==> config.mk <==
export PLATFORM = sky130hd
export DESIGN_NAME = barcodescanner_nios_nios2_oci_dct_packer
export DESIGN_NICKNAME = d
export VERILOG_FILES = /design/src/rtl/barcodescanner_nios_oci_pkg.sv /design/src/rtl/barcodescanner_nios_nios2_oci_dct_slot.sv /design/src/rtl/barcodescanner_nios_nios2_oci_dct_packer.sv
export SDC_FILE = /design/constraint.sdc
export NUM_CORES = 1
export LEC_CHECK = 0
export CORE_UTILIZATION = 54
export CTS_BUF_LIST = sky130_fd_sc_hd__clkbuf_16
export DETAILED_ROUTE_END_ITERATION = 7
export PLACE_DENSITY = 0.87
export SYNTH_ARGS = -nofsm -noshare
export SYNTH_HDL_FRONTEND = slang
export SYNTH_SLANG_ARGS = --single-unit
==> constraint.sdc <==
create_clock -name clk -period 10 [get_ports clk]
set_input_delay 2 -clock clk [delete_from_list [all_inputs] [get_ports clk]]
set_output_delay 2 -clock clk [all_outputs]
set_load 0.005 [all_outputs]
==> src/rtl/barcodescanner_nios_oci_pkg.sv <==
// Shared constants and types for the OCI direct-compressed-trace path.
package barcodescanner_nios_oci_pkg;
  localparam int DCT_SLOTS  = 15;
  localparam int DCT_CODE_W = 2;
  localparam int DCT_BUF_W  = DCT_SLOTS * DCT_CODE_W;
  localparam int DCT_CNT_W  = 4;

  localparam logic [DCT_CODE_W-1:0] DCT_NOT_TAKEN = 2'b00;
  localparam logic [DCT_CODE_W-1:0] DCT_TAKEN     = 2'b01;
  localparam logic [DCT_CODE_W-1:0] DCT_EXCEPTION = 2'b10;
  localparam logic [DCT_CODE_W-1:0] DCT_SYNC      = 2'b11;

  typedef enum logic [1:0] {RUN, ENDING, ENDED} dct_state_t;
endpackage

==> src/rtl/barcodescanner_nios_nios2_oci_dct_slot.sv <==
// One-entry valid/ready frame register between the packer and the trace FIFO.
module barcodescanner_nios_nios2_oci_dct_slot #(
  parameter int DATA_W = 30,
  parameter int CNT_W  = 4
) (
  input  logic              clk,
  input  logic              reset,
  input  logic              load,
  input  logic [DATA_W-1:0] load_data,
  input  logic [CNT_W-1:0]  load_count,
  input  logic              frame_ready,
  output logic              frame_valid,
  output logic [DATA_W-1:0] frame_data,
  output logic [CNT_W-1:0]  frame_count,
  output logic              slot_free
);
  assign slot_free = !frame_valid || frame_ready;

  // A load wins over the accept so a new frame can replace the one leaving.
  always_ff @(posedge clk or posedge reset) begin
    if (reset) begin
      frame_valid <= 1'b0;
      frame_data  <= '0;
      frame_count <= '0;
    end else if (load) begin
      frame_valid <= 1'b1;
      frame_data  <= load_data;
      frame_count <= load_count;
    end else if (frame_ready) begin
      frame_valid <= 1'b0;
    end
  end
endmodule

==> src/rtl/barcodescanner_nios_nios2_oci_dct_packer.sv <==
// Packs 2-bit DCT codes into a 15-entry buffer and hands full/flushed buffers
// to a one-entry frame slot; also runs the end-of-test drain handshake.
module barcodescanner_nios_nios2_oci_dct_packer
  import barcodescanner_nios_oci_pkg::*;
#(
  parameter int SLOTS  = DCT_SLOTS,
  parameter int CODE_W = DCT_CODE_W
) (
  input  logic                    clk,
  input  logic                    reset,
  input  logic                    code_valid,
  input  logic [CODE_W-1:0]       code,
  input  logic                    flush,
  input  logic                    end_req,
  output logic [SLOTS*CODE_W-1:0] dct_buffer,
  output logic [DCT_CNT_W-1:0]    dct_count,
  output logic                    frame_valid,
  output logic [SLOTS*CODE_W-1:0] frame_data,
  output logic [DCT_CNT_W-1:0]    frame_count,
  input  logic                    frame_ready,
  output logic                    overflow,
  output logic                    test_ending,
  output logic                    test_has_ended
);
  localparam int BUF_W = SLOTS * CODE_W;
  localparam logic [DCT_CNT_W-1:0] FULL_CNT = DCT_CNT_W'(SLOTS);

  dct_state_t             state, state_nxt;
  logic [BUF_W-1:0]       buf_nxt;
  logic [DCT_CNT_W-1:0]   cnt_nxt;
  logic                   flush_pend, flush_pend_nxt, ovf_nxt;
  logic                   slot_free, xfer, full, code_in;

  barcodescanner_nios_nios2_oci_dct_slot #(.DATA_W(BUF_W), .CNT_W(DCT_CNT_W)) u_slot (
    .clk         (clk),
    .reset       (reset),
    .load        (xfer),
    .load_data   (dct_buffer),
    .load_count  (dct_count),
    .frame_ready (frame_ready),
    .frame_valid (frame_valid),
    .frame_data  (frame_data),
    .frame_count (frame_count),
    .slot_free   (slot_free)
  );

  always_comb begin
    buf_nxt        = dct_buffer;
    cnt_nxt        = dct_count;
    flush_pend_nxt = flush_pend;
    ovf_nxt        = overflow;
    state_nxt      = state;
    full    = (dct_count == FULL_CNT);
    code_in = (state == RUN) && code_valid;
    xfer    = slot_free && (full || ((dct_count != '0) && (flush_pend || state == ENDING)));

    if (xfer) begin
      buf_nxt        = '0;
      cnt_nxt        = '0;
      flush_pend_nxt = 1'b0;
    end

    // A code on the transfer cycle lands in entry 0 of the freshly cleared buffer.
    if (code_in) begin
      if (xfer || !full) begin
        buf_nxt[int'(cnt_nxt)*CODE_W +: CODE_W] = code;
        cnt_nxt = cnt_nxt + DCT_CNT_W'(1);
      end else begin
        ovf_nxt = 1'b1;
      end
    end

    // Flush only sticks if something is left to send after this edge.
    if (state == RUN && flush && cnt_nxt != '0)
      flush_pend_nxt = 1'b1;

    case (state)
      RUN:     if (end_req) state_nxt = ENDING;
      ENDING:  if (dct_count == '0 && !frame_valid) state_nxt = ENDED;
      default: state_nxt = ENDED;
    endcase
  end

  always_ff @(posedge clk or posedge reset) begin
    if (reset) begin
      state      <= RUN;
      dct_buffer <= '0;
      dct_count  <= '0;
      flush_pend <= 1'b0;
      overflow   <= 1'b0;
    end else begin
      state      <= state_nxt;
      dct_buffer <= buf_nxt;
      dct_count  <= cnt_nxt;
      flush_pend <= flush_pend_nxt;
      overflow   <= ovf_nxt;
    end
  end

  assign test_ending    = (state != RUN);
  assign test_has_ended = (state == ENDED);
endmodule
==> metrics <==
syn_area_per_cell=9.37 sq um; Crit. End Element=flip-flop; DP HPWL=5630 microns; top-area cell type share of the netlist area=53.7%; worst hold path type=reg -> reg; Peak VDD IR=187 uV; number of global-route vias before repair=2919; Slew @ Worst Pin=1.27 ns; Setup Buffers After CTS=0; Synth Flop Type=dfrtp_1; crit path max-delay cell type=a21o_2; post-layout min period=5.60 ns; Port Buffers=79; most used cell, CP=nor2b_1; Seq cells post-synth=73; DRC errors left=0; Setup TNS=0 ns; WHS Path Cells=2; crit path kind=in -> reg; ant diodes=0; top-count cell post-synth=nand2_1; P_leak=2.14 nW; status=completed; Rows=28; Power Dens Cells=226 nW/um^2; main area contributors after synthesis=dfrtp_1 54%, nand2_1 14%, mux2i_1 4.1%; GPL Wtd Cong=0.848; H-tree Lvls=3; area delta synth->final=33.0%; r2r setup slk=5.48 ns; min-delay src=u_slot.frame_count[3]$_DFFE_PP0P_; Die Footprint=6620 sq um; asr flop ratio synth=100%; via count of the routed design=2953; Clock Root Buffer=clkbuf_16; unrepaired setup endpoints after global routing=no; compound-cell area share of the yosys netlist=10.6%; first drt pass iteration count=4; CP Buf/Inv Count=1; fin. max-slew vios=0; crit-path max cell delay=0.86 ns; total global routing overflow=0; number of flops mapped to enable cells by yosys=0; die height=81.4 microns; Final period util=56.0%; fmax=0.178 GHz; worst r2r src=dct_count[0]$_DFF_PP0_; synth unique cells=48; largest net degree at the start of global routing=74; number of I/O pins=80; CP max FO=63; Routed WL per cell=16.7 microns; drt total wl=8540 microns; placed cell area=4210 sq um; share of layout cells above drive strength 1=6.39%; Fillers=405; Post-DRT Antenna Nets=0; initial antenna violation count=0; delay-heaviest family, CP=compound AO/OA/AOI/OAI gates; register area=1830 sq um; Worst slew margin=14.9%; Reg2Reg Depth=10; post-synthesis cell type with the largest combined area=dfrtp_1; fin area=4520 sq um; critical-path cell list=clkdlybuf4s50_1 -> nor2b_1 -> a21o_2 -> nand2_1 -> ha_1 -> nor2b_1 -> a311o_1 -> a311oi_2 -> nand2_2 -> a2bb2o_1; buffer depth of the longest clock path=2; detailed router's first-iteration violation count=141; Worst Path Arrival=5.87 ns; final hold violations=0; Max-Cap Viols=0; Gate Count Post-Synth=363; Commonest cells post-synth=129 x nand2_1, 73 x dfrtp_1, 14 x mux2i_1, 14 x nand3_1, 13 x nor2_1; later-pin clock latency in the skew report=0.33 ns; setup violators final=0; Clock Pin Slew Worst Setup and Hold Paths=0.06 ns; CTS tree=yes; Worst Skew=0.00742 ns; capturing point of the worst reg2reg path=dct_buffer[25]$_DFF_PP0_; Resized cells post-CTS=0; Min-Delay Endpoint=u_slot.frame_count[3]$_DFFE_PP0P_; synthesized cell area=3400 sq um; Overall Global Routing Usage=28.5%; Initial Util=56.8%; synthesized net count=377; mux contribution to synthesized area=4.12%; Post-Synth XOR/XNOR Area=0.773%; Critical Path Start Type=input port; synth warn=0; first-pass GRT wire length=14100 microns; simple-gate share of the synthesized area=24.9%; Die Wd=81.4 microns; core area=5990 sq um; total clock sinks=73; total CTS buffers=9; Crit path required time=10.26 ns; largest family of logic cells by synthesized area=simple AND/OR/NAND/NOR gates; Layout Nets=448; cts hold-fix bufs=0; multi-input logic area=1460 sq um; Post-Synth Adder-Cell Area=2.21%; drt via density=5.76; register area share after synthesis=53.7%
## cell usage in the layout (no fill, tap or decap), types with 4 or more instances in the layout
master and instances:
nand2_1 129, clkdlybuf4s50_1 79, dfrtp_1 73, nand3_1 14, mux2i_1 14, nor2_1 13, clkbuf_16 9, nand4_1 8
o2bb2ai_1 6, ha_1 6, a31oi_1 5, o21ai_1 5, nor2b_1 5, and3_1 5, inv_1 4, o31ai_1 4
o211ai_1 4, o21ai_0 4
## where the power goes
| part | leakage (nW) | internal, mW | switching [mW] |
|---|---|---|---|
| clock network | 0.152 | 0.218 | 0.125 |
| registers | 1.01 | 0.319 | 0.0362 |
| logic | 0.976 | 0.120 | 0.205 |
## worst max-delay path by stage
stage                           start                       end  slack (ns)  cells after the start
final                     frame_ready  dct_buffer[25]$_DFF_PP0_        4.40                     10
after detailed placement  frame_ready  dct_buffer[25]$_DFF_PP0_        4.12                      8
after global placement    frame_ready  dct_buffer[25]$_DFF_PP0_        4.26                      8
after floorplan           frame_ready  dct_buffer[25]$_DFF_PP0_        5.66                     12
after CTS                 frame_ready  dct_buffer[25]$_DFF_PP0_        4.45                      8
after global routing      frame_ready  dct_buffer[25]$_DFF_PP0_        4.12                     10
## cell families after synthesis
family                     count (synthesis)
AOI/OAI and AO/OA                         48
xor gates and xnor gates                   3
adders and majority gates                  6
buffers and inverters                     27
DFF                                       73
muxes                                     14
and+or+nand+nor                          192
## stage by stage
stage	hold WS, ns	power, mW	worst slack, ns	instances	utilization (%)
floorplan	0.466	0.571	5.66	363	-
global placement	0.457	0.672	4.26	498	70.3
detailed placement	0.458	0.678	4.12	498	70.3
CTS	0.476	1.02	4.45	513	75.5
global route	0.499	1.08	4.12	513	75.5
finish	0.472	1.02	4.40	513	75.5
## final cells by class
type / instances / share of cell area [%]
Clock buffer: 9 / 4.98
Sequential cell: 73 / 40.4
Inverter: 7 / 0.581
Multi-Input combinational cell: 263 / 32.4
Clock inverter: 6 / 1.99
Timing Repair Buffer: 80 / 17.6
Tap cell: 75 / 2.07
## routing by layer
| layer | GRT usage [%] | up-vias | wire length (microns) | part of all wire (%) |
|---|---|---|---|---|
| met5 | 0 | - | 0 | 0 |
| met4 | 13.2 | 0 | 175 | 2.0 |
| met3 | 4.94 | 21 | 427 | 5.0 |
| met2 | 46.8 | 124 | 4180 | 49 |
| met1 | 36.5 | 1424 | 3760 | 44 |
| li1 | - | 1384 | - | - |
## worst register-to-register path, delay by kind of cell, from the launching register on
family	cells	cell delay, ns
AOI/OAI and AO/OA	5	2.11
adders and majority gates	1	0.36
and+or+nand+nor	4	1.40
DFF	1	0.60
## sequential cells by signal, indices dropped and copies added (netlist names)
signal	flops
u_slot.frame_valid	1
overflow	1
u_slot.frame_count	4
dct_buffer	30
state	2
u_slot.frame_data	30
flush_pend	1
dct_count	4
Power figures use the tool's default switching activity.
